$ cat src/rtl/pipo_write_arbiter_if.sv
// Write-port bundle between two requesters and the PIPO bank arbiter.
// LOCK0/LOCK1 exist only when PIPO_ARB_LOCK_EN is defined.
interface pipo_write_arbiter_if #(
    parameter int N     = 8,
    parameter int DEPTH = 4,
    parameter int AW    = $clog2(DEPTH)
);
    logic             REQ0;
    logic [AW-1:0]    ADDR0;
    logic [N-1:0]     DATA0;
    logic             REQ1;
    logic [AW-1:0]    ADDR1;
    logic [N-1:0]     DATA1;
`ifdef PIPO_ARB_LOCK_EN
    logic             LOCK0;
    logic             LOCK1;
`endif
    logic             GNT0;
    logic             GNT1;
    logic [DEPTH-1:0] EN;
    logic [N-1:0]     D_OUT;
    logic             ERR;

    modport master (
        output REQ0, ADDR0, DATA0, REQ1, ADDR1, DATA1,
`ifdef PIPO_ARB_LOCK_EN
        output LOCK0, LOCK1,
`endif
        input  GNT0, GNT1, EN, D_OUT, ERR
    );

    modport slave (
        input  REQ0, ADDR0, DATA0, REQ1, ADDR1, DATA1,
`ifdef PIPO_ARB_LOCK_EN
        input  LOCK0, LOCK1,
`endif
        output GNT0, GNT1, EN, D_OUT, ERR
    );
endinterface

$ cat src/rtl/pipo_write_arbiter.sv
// Round-robin arbiter sharing one PIPO register bank between two writers.
// Optional burst locking is enabled by defining PIPO_ARB_LOCK_EN.
module pipo_write_arbiter #(
    parameter int N        = 8,
    parameter int DEPTH    = 4,
    parameter int LOCK_MAX = 4
) (
    input logic                CLK,
    input logic                RESET,
    pipo_write_arbiter_if.slave bus
);
    localparam int AW = $clog2(DEPTH);

    if (DEPTH < 2 || LOCK_MAX < 1) begin : g_cfg_check
        $error("pipo_write_arbiter: DEPTH must be >= 2 and LOCK_MAX >= 1");
    end

    typedef enum logic [1:0] {IDLE, G0, G1} state_t;

    // Out-of-range indices decode to all-zero, which is what flags ERR.
    function automatic logic [DEPTH-1:0] addr_decode(input logic [AW-1:0] a);
        logic [DEPTH-1:0] r;
        r = '0;
        for (int i = 0; i < DEPTH; i++) begin
            r[i] = (a == AW'(i));
        end
        return r;
    endfunction

    state_t           state_p0, state_p1;
    logic             last_p0, last_p1;
    logic             gnt0_p0, gnt0_p1;
    logic             gnt1_p0, gnt1_p1;
    logic [DEPTH-1:0] en_p0, en_p1;
    logic [N-1:0]     dout_p0, dout_p1;
    logic             err_p0, err_p1;
    logic [AW-1:0]    addr_sel;
    logic             hold0, hold1;

`ifdef PIPO_ARB_LOCK_EN
    localparam int LCW = $clog2(LOCK_MAX + 1);
    logic [LCW-1:0] lock_cnt_p0, lock_cnt_p1;

    // Counter holds extra grants beyond the first; stay while below LOCK_MAX-1.
    assign hold0 = (state_p1 == G0) && bus.REQ0 && bus.LOCK0 &&
                   (lock_cnt_p1 < LCW'(LOCK_MAX - 1));
    assign hold1 = (state_p1 == G1) && bus.REQ1 && bus.LOCK1 &&
                   (lock_cnt_p1 < LCW'(LOCK_MAX - 1));
`else
    assign hold0 = 1'b0;
    assign hold1 = 1'b0;
`endif

    // ---- stage p0: decide next grant from REQ sampled at this edge ----
    always_comb begin
        state_p0 = IDLE;
        last_p0  = last_p1;
        dout_p0  = dout_p1;
        addr_sel = '0;
`ifdef PIPO_ARB_LOCK_EN
        lock_cnt_p0 = '0;
`endif
        if (hold0) begin
            state_p0 = G0;
`ifdef PIPO_ARB_LOCK_EN
            lock_cnt_p0 = lock_cnt_p1 + 1'b1;
`endif
        end else if (hold1) begin
            state_p0 = G1;
`ifdef PIPO_ARB_LOCK_EN
            lock_cnt_p0 = lock_cnt_p1 + 1'b1;
`endif
        end else begin
            case ({bus.REQ1, bus.REQ0})
                2'b01:   state_p0 = G0;
                2'b10:   state_p0 = G1;
                2'b11:   state_p0 = last_p1 ? G0 : G1;
                default: state_p0 = IDLE;
            endcase
        end

        case (state_p0)
            G0: begin
                last_p0  = 1'b0;
                addr_sel = bus.ADDR0;
                dout_p0  = bus.DATA0;
            end
            G1: begin
                last_p0  = 1'b1;
                addr_sel = bus.ADDR1;
                dout_p0  = bus.DATA1;
            end
            default: begin
                last_p0  = last_p1;
                addr_sel = '0;
                dout_p0  = dout_p1;
            end
        endcase

        gnt0_p0 = (state_p0 == G0);
        gnt1_p0 = (state_p0 == G1);
        en_p0   = (state_p0 != IDLE) ? addr_decode(addr_sel) : '0;
        err_p0  = (state_p0 != IDLE) && (en_p0 == '0);
    end

    // ---- stage p1: registered grant and bank drive ----
    always_ff @(posedge CLK or posedge RESET) begin
        if (RESET) begin
            state_p1 <= IDLE;
            last_p1  <= 1'b1;
            gnt0_p1  <= 1'b0;
            gnt1_p1  <= 1'b0;
            en_p1    <= '0;
            dout_p1  <= '0;
            err_p1   <= 1'b0;
        end else begin
            state_p1 <= state_p0;
            last_p1  <= last_p0;
            gnt0_p1  <= gnt0_p0;
            gnt1_p1  <= gnt1_p0;
            en_p1    <= en_p0;
            dout_p1  <= dout_p0;
            err_p1   <= err_p0;
        end
    end

`ifdef PIPO_ARB_LOCK_EN
    always_ff @(posedge CLK or posedge RESET) begin
        if (RESET) begin
            lock_cnt_p1 <= '0;
        end else begin
            lock_cnt_p1 <= lock_cnt_p0;
        end
    end
`endif

    assign bus.GNT0  = gnt0_p1;
    assign bus.GNT1  = gnt1_p1;
    assign bus.EN    = en_p1;
    assign bus.D_OUT = dout_p1;
    assign bus.ERR   = err_p1;

    a_gnt_excl: assert property (@(posedge CLK) disable iff (RESET)
        !(gnt0_p1 && gnt1_p1));
    a_en_onehot: assert property (@(posedge CLK) disable iff (RESET)
        $onehot0(en_p1));
    a_en_needs_gnt: assert property (@(posedge CLK) disable iff (RESET)
        (en_p1 != '0) |-> (gnt0_p1 || gnt1_p1));
    a_err_needs_gnt: assert property (@(posedge CLK) disable iff (RESET)
        err_p1 |-> ((gnt0_p1 || gnt1_p1) && (en_p1 == '0)));
endmodule
$ cat src/flat_wrapper.sv
// flat-port wrapper written by rule: the top's interface ports become plain ports
module pipo_write_arbiter_flat 
#(
    parameter int N        = 8,
    parameter int DEPTH    = 4,
    parameter int LOCK_MAX = 4
)
  (CLK, RESET, bus_REQ0, bus_ADDR0, bus_DATA0, bus_REQ1, bus_ADDR1, bus_DATA1, bus_GNT0, bus_GNT1, bus_EN, bus_D_OUT, bus_ERR);
  pipo_write_arbiter_if #(.N(N), .DEPTH(DEPTH)) bus_i ();
  input logic CLK;
  input logic RESET;
  input wire logic [$bits(bus_i.REQ0)-1:0] bus_REQ0;
  input wire logic [$bits(bus_i.ADDR0)-1:0] bus_ADDR0;
  input wire logic [$bits(bus_i.DATA0)-1:0] bus_DATA0;
  input wire logic [$bits(bus_i.REQ1)-1:0] bus_REQ1;
  input wire logic [$bits(bus_i.ADDR1)-1:0] bus_ADDR1;
  input wire logic [$bits(bus_i.DATA1)-1:0] bus_DATA1;
  output wire logic [$bits(bus_i.GNT0)-1:0] bus_GNT0;
  output wire logic [$bits(bus_i.GNT1)-1:0] bus_GNT1;
  output wire logic [$bits(bus_i.EN)-1:0] bus_EN;
  output wire logic [$bits(bus_i.D_OUT)-1:0] bus_D_OUT;
  output wire logic [$bits(bus_i.ERR)-1:0] bus_ERR;
  assign bus_i.REQ0 = bus_REQ0;
  assign bus_i.ADDR0 = bus_ADDR0;
  assign bus_i.DATA0 = bus_DATA0;
  assign bus_i.REQ1 = bus_REQ1;
  assign bus_i.ADDR1 = bus_ADDR1;
  assign bus_i.DATA1 = bus_DATA1;
  assign bus_GNT0 = bus_i.GNT0;
  assign bus_GNT1 = bus_i.GNT1;
  assign bus_EN = bus_i.EN;
  assign bus_D_OUT = bus_i.D_OUT;
  assign bus_ERR = bus_i.ERR;
  pipo_write_arbiter #(.N(N), .DEPTH(DEPTH), .LOCK_MAX(LOCK_MAX)) u_core (.CLK(CLK), .RESET(RESET), .bus(bus_i));
endmodule
$ cat config.mk
export PLATFORM = sky130hd
export DESIGN_NAME = pipo_write_arbiter_flat
export DESIGN_NICKNAME = d
export VERILOG_FILES = /design/src/rtl/pipo_write_arbiter_if.sv /design/src/rtl/pipo_write_arbiter.sv /design/src/flat_wrapper.sv
export SDC_FILE = /design/constraint.sdc
export NUM_CORES = 1
export LEC_CHECK = 0
export ABC_AREA = 1
export BUFFER_PORTS_ARGS = -buffer_cell sky130_fd_sc_hd__buf_2
export CAP_MARGIN = 20
export CORE_AREA = 2 2 52 42
export CTS_CLUSTER_SIZE = 24
export DETAILED_ROUTE_END_ITERATION = 12
export DIE_AREA = 0 0 54 44
export GPL_TIMING_DRIVEN = 0
export PLACE_DENSITY_LB_ADDON = 0.3
export SYNTH_ARGS = -nofsm -noshare
export SYNTH_HDL_FRONTEND = slang
export SYNTH_SLANG_ARGS = --single-unit
$ cat constraint.sdc
create_clock -name CLK -period 1.65 [get_ports CLK]
set_input_delay 0.33 -clock CLK [delete_from_list [all_inputs] [get_ports CLK]]
set_output_delay 0.33 -clock CLK [all_outputs]
set_load 0.03 [all_outputs]
==> metrics.md, run 1 <==
| Metric | Value |
|---|---|
| Yosys cell types | 15 |
| Initial Utilization | 38.76% |
| Post-route ant nets | 0 |
| RSZ-0062 raised after global routing | false |
| CP Max Fanout | 10 |
| Multi-input logic area | approximately 280 µm² |
| Vias per cell | approximately 4.5 |
| Most frequent cells in the layout | buf_2, nand2_1, dfrtp_1 |
| FP Rows | 14 |
| Leakage | ~0.00055 µW |
| Synth Warn # | 0 |
| Fin nets | between 150 and 200 |
| Total track usage | ~17% |
| Commonest non-fill, non-tap cell in the layout | buf_2 |
| Top cell by count, worst path | o21ai_1 |
| Power Density | 1443 nW/µm² |
| Overall die width | 54 µm |
| I/O pins | 39 |
| Slew margin rel. | about three fifths |
| Req. time, crit path | approximately 1900 ps |
| CTS Buffer Depth | 2 |
| Worst Hold Margin | 90.12 ps |
| DIE HEIGHT | around 44 µm |
| Setup Viol. Count Final | 0 |
| Pin count of the biggest net entering global routing | 17 |
| Worst hold path type | input port to asynchronous set/reset pin |
| N_diodes | 0 |
| Setup Crit Path Kind | flop to flop |
| Setup TNS | 0 ps |
| Vias | about 680 |
| Placed Area | ~950 µm² |
| Root buf cell | clkbuf_4 |
| Antenna violations before repair | 0 |
| Max Clock Freq | around 0.67 GHz |
| First-pass GRT wire length | around 2800 µm |
| Setup crit end kind | flop |
| Area grow syn2layout | 35.32% |
| Postcts setup bufs | 0 |
| Inserted Clock Buffers | 3 |
| Residual DRC | 0 |
| Max-slew violation count | 0 |
| FF+latch count, synth | 16 |
| TritonRoute pass-1 iters | 3 |
| H-tree levels | 1 |
| Core Region | between 1500 and 2000 µm² |
| Syn_area_per_cell | around 8.8 µm² |
| Status | complete, no violations |
| Routed len/inst | 10.38 µm |
| Port Buffers | 38 |
| Register area | roughly 400 µm² |
| Cells after synthesis | between 80 and 90 |
| Worst EP arrival | between 1500 and 2000 ps |
| Layout cells sized above 1 | about 40% |
| Clk_lat worst skew | 280 ps |
| CTS sink cnt | 16 |
| Period minus WS final | around 1500 ps |
| Die area | about 2400 µm² |
| CP Launch Type | flop |
| Final period utilization | 90.69% |
| Vias in the first global route | roughly 700 |
| Crit-path cells | o21ai_1, ha_2, buf_6, o21ai_1, o21ai_1 |
| Worst path bufs/invs | 1 |
| CP peak stage delay | between 500 and 600 ps |
| Endpoints failing hold | 0 |
| Delay-heaviest family, CP | flip-flops |
| Register area share after synthesis | between 50% and 60% |
| GRT Residual Overflow | 0 |
| Max Cap Viol | 0 |
| Layout Utilization | 52.45% |
| Post-Syn Area | roughly 730 µm² |
| VDD IR max | between 0.0009 and 0.001 V |
| Detailed placer's ending HPWL | between 1000 and 1500 µm |
| Mapped Nets | between 100 and 150 |
| Clk slew on worst S/H paths | approximately 90 ps |
| Drt total wl | approximately 1500 µm |
| Clock skew | between 4 and 5 ps |
| Fillers | roughly 190 |
| Placer Congestion | between 0.7 and 0.8 |
| Initial DRC Count | 10 |
| CTS tree | built |
| Worst-Margin Slew | 580.4 ps |
| Design Area, Final | 992.2 µm² |
| Slowest cell on the critical path | dfstp_2 |
[state kept, by name, summed over array words and instances (netlist names)]
register          cells
u_core.bus.GNT1       1
u_core.bus.ERR        1
u_core.last_p1        1
u_core.bus.GNT0       1
u_core.bus.EN         4
u_core.bus.D_OUT      8
[cells by family after synthesis]
kind of cell	after synthesis	share of synthesized area (%)
other	1	0.5115
AO/OA/AOI/OAI	20	14.16
buffers and inverters	11	7.679
flip-flops	16	54.78
adder cells (fa/ha/maj)	3	5.120
AND/OR/NAND/NOR	32	17.75
[final timing paths]
path,start,end,slack (ps),depth (start not counted)
setup / recovery,u_core.last_p1,u_core.bus.D_OUT[0],150,5
hold / removal,RESET,u_core.bus.D_OUT[0],90,2
setup reg to reg,u_core.last_p1,u_core.bus.D_OUT[0],150,5
hold reg to reg,u_core.last_p1,u_core.last_p1,490,2
max in group asynchronous,RESET,u_core.bus.EN[0],1180,2
min in group CLK,bus_DATA1[5],u_core.bus.D_OUT[5],300,3
[area by class of cell]
cell class / count / area share (%)
Buffer: 2 / 2.270
Clock buffer: 4 / 3.657
Inverter: 9 / 3.405
Multi-Input combinational cell: 56 / 27.99
Sequential cell: 16 / 40.48
Tap cell: 24 / 3.026
Timing Repair Buffer: 38 / 19.17
[cell usage after synthesis]
cell type	count	area share [%]
dfstp_2	1	3.6
o21ai_2	1	1.2
inv_2	1	0.51
a21oi_1	2	1.4
conb_1	1	0.51
nand3_2	1	1.4
inv_1	8	4.1
nor2_1	12	6.1
o21ai_0	4	2.7
o21ai_1	13	8.9
nand3_1	3	2.0
ha_1	3	5.1
dfrtp_1	15	51
nand2_1	16	8.2
buf_6	2	3.1
[metal layers]
layer	global-route usage (%)	routed length, µm	vias to the layer above	share of wire, %
li1	-	-	347	-
met1	20.35	645	301	42
met2	26.34	749	26	48
met3	7.241	138	2	8.9
met4	6.500	13	0	0.84
met5	0	0	-	0
[where the power goes]
part / internal, µW / leakage (µW) / total, µW / switching [µW]
sequential: 509 / 0.000197 / 564 / 55.2
combinational: 194 / 0.000327 / 617 / 423
clock: 134 / 0.0000210 / 251 / 117
[metrics by stage]
| stage | worst slack, ps | power, µW | instances |
|---|---|---|---|
| after floorplan | 218.0 | 1001 | 83 |
| after global placement | 102.2 | 1180 | 145 |
| after detailed placement | 58.89 | 1195 | 145 |
| after CTS | 36.32 | 1452 | 149 |
| after global routing | 40.09 | 1540 | 149 |
| final | 153.7 | 1432 | 149 |
[repair_timing]
| item | CTS | global route |
|---|---|---|
| gates resized for setup | 0 | 2 |
| endpoints found under the setup margin | 0 | 13 |
| hold buffers | 0 | 0 |
Power figures use the tool's default switching activity.
==> run 2, diff against run 1 <==
--- a/config.mk
+++ b/config.mk
@@ -8,10 +8,10 @@
 export ABC_AREA = 1
 export BUFFER_PORTS_ARGS = -buffer_cell sky130_fd_sc_hd__buf_2
 export CAP_MARGIN = 20
-export CORE_AREA = 2 2 52 42
+export CORE_AREA = 2 2 66 52
 export CTS_CLUSTER_SIZE = 24
 export DETAILED_ROUTE_END_ITERATION = 12
-export DIE_AREA = 0 0 54 44
+export DIE_AREA = 0 0 68 54
 export GPL_TIMING_DRIVEN = 0
 export PLACE_DENSITY_LB_ADDON = 0.3
 export SYNTH_ARGS = -nofsm -noshare
==> metrics.md, run 2 (synthesis results as in run 1) <==
| Metric | Value |
|---|---|
| Status | complete, no violations (unchanged) |
| CTS sink cnt | 16 (unchanged) |
| Port Buffers | 38 (unchanged) |
| CTS Buffer Depth | 2 (unchanged) |
| GRT Residual Overflow | 0 (unchanged) |
| Cts hold-fix bufs | 0 (unchanged) |
| Initial DRC Count | 41 (was 10) |
| Vias | 695 (was 676) |
| Die area | 3672 µm² (was 2376 µm²) |
| Worst EP arrival | 1640 ps (was 1710 ps) |
| Overall die width | 68 µm (was 54 µm) |
| Clock skew | 2.084 ps (was 4.350 ps) |
| Commonest non-fill, non-tap cell in the layout | buf_2 (unchanged) |
| Core Region | 3108 µm² (was 1892 µm²) |
| Req. time, crit path | 1820 ps (was 1870 ps) |
| Antenna violations before repair | 0 (unchanged) |
| Setup Viol. Count Final | 0 (unchanged) |
| Max-slew violation count | 0 (unchanged) |
| Worst reg2reg path startpoint | u_core.last_p1 (unchanged) |
| Vias in the first global route | 624 (was 708) |
| Drt total wl | 1757 µm (was 1546 µm) |
| Post-route ant nets | 0 (unchanged) |
| Largest register FFs | 8 (unchanged) |
| Post-CTS Resized | 0 (unchanged) |
| TritonRoute pass-1 iters | 4 (was 3) |
| First-pass GRT wire length | 2635 µm (was 2794 µm) |
| Most frequent cells in the layout | buf_2, nand2_1, dfrtp_1 (unchanged) |
| Dpl ws | 76.20 ps (was 58.89 ps) |
| Endpoints failing hold | 0 (unchanged) |
| Pin count of the biggest net entering global routing | 17 (unchanged) |
| Placed Area | 973.4 µm² (was 953.4 µm²) |
| Design Area, Final | 1021 µm² (was 992.2 µm²) |
| Final worst slack | 184.3 ps (was 153.7 ps) |
| Non-Filler Instances | 165 (was 149) |
| Power Density | 1456 nW/µm² (was 1443 nW/µm²) |
| Detailed placer's ending HPWL | 1380 µm (was 1240 µm) |
| Total track usage | 9.831% (was 16.80%) |
| Final period utilization | 88.83% (was 90.69%) |
| Worst hold path type | input port to asynchronous set/reset pin (unchanged) |
| Vias per cell | 4.212 (was 4.537) |
| VDD IR max | 0.0004832 V (was 0.0009765 V) |
| Placed Cells | 161 (was 145) |
| FP Rows | 18 (was 14) |
| Placer Congestion | 0.6848 (was 0.7810) |
| Root buf cell | clkbuf_8 (was clkbuf_4) |
| DIE HEIGHT | 54 µm (was 44 µm) |
| CTS tree | built (unchanged) |
| Residual DRC | 0 (unchanged) |
| Leakage | 0.0005473 µW (was 0.0005456 µW) |
| N_diodes | 0 (unchanged) |
| CP Launch Type | flop (unchanged) |
| Setup TNS | 0 ps (unchanged) |
| Inserted Clock Buffers | 3 (unchanged) |
| Setup Crit Path Kind | flop to flop (unchanged) |
| Area grow syn2layout | 39.25% (was 35.32%) |
| Slew margin rel. | 60.88% (was 61.26%) |
| Worst-Margin Slew | 586.2 ps (was 580.4 ps) |
| Routed len/inst | 10.65 µm (was 10.38 µm) |
| Worst R2R Setup Slack | 180 ps (was 150 ps) |
| CP Max Fanout | 10 (unchanged) |
| H-tree levels | 1 (unchanged) |
| Clk slew on worst S/H paths | 60 ps (was 90 ps) |
| Max Clock Freq | 0.6823 GHz (was 0.6683 GHz) |
| Setup crit end kind | flop (unchanged) |
| Max Cap Viol | 0 (unchanged) |
| Postcts setup bufs | 0 (unchanged) |
| Crit path launch | u_core.last_p1 (unchanged) |
| Initial Utilization | 23.59% (was 38.76%) |
| RSZ-0062 raised after global routing | false (unchanged) |
| Clk_lat worst skew | 240 ps (was 280 ps) |
| Layout cells sized above 1 | 38.40% (was 39.20%) |
| Period minus WS final | 1466 ps (was 1496 ps) |
| Fin nets | 153 (unchanged) |
| I/O pins | 39 (unchanged) |
run 2: cell counts in the layout (fill, tap and decap cells not counted):
Identical to the previous run, type by type.
run 2: final timing paths:
| check | end | depth (start not counted) |
|---|---|---|
| max | u_core.bus.D_OUT[2] | 5 |
| min | u_core.bus.D_OUT[3] | 2 |
| max reg2reg | u_core.bus.D_OUT[2] | 5 |
| min reg2reg | u_core.last_p1 | 2 |
| max in group asynchronous | u_core.bus.D_OUT[6] | 2 |
| min in group CLK | u_core.bus.D_OUT[3] | 3 |
run 2: worst max-delay path, stage by stage, from the launching register on:
cell	delay, ps
dfstp_2	540
o21ai_1	110
ha_2	410
buf_6	160
o21ai_1	70
o21ai_1	110
run 2: cell type report:
cell class / instances / area, µm²
multi-input cells: 56 / 277.8
inverters: 9 / 33.78
repair buffers: 38 / 190.2
clock buffers: 4 / 45.04
plain buffers: 2 / 22.52
fillers: 338 / 2087
well taps: 40 / 50.05
flip-flops and latches: 16 / 401.6
run 2: routing by layer:
layer	GRT usage [%]	wire length [µm]	vias up	share of wire, %
li1	-	-	349	-
met1	13.58	843	316	48
met2	15.05	746	30	42
met3	3.138	167	0	9.5
met4	2.000	0	0	0
met5	0	0	-	0
run 2: metrics by stage:
step / hold slack, ps / total power, µW / util (%)
floorplan: 243.0 / 1001 / -
global placement: 417.0 / 1192 / 31.32
detailed placement: 425.5 / 1199 / 31.32
CTS: 159.1 / 1504 / 32.77
global route: 181.2 / 1595 / 32.85
finish: 139.7 / 1487 / 32.85
run 2: power by group:
group | total (µW) | leakage [µW] | internal, µW | switching [µW]
logic | 621 | 0.000327 | 194 | 427
clock network | 298 | 0.0000228 | 171 | 127
registers | 567 | 0.000197 | 510 | 57.6
total | 1490 | 0.000547 | 875 | 612
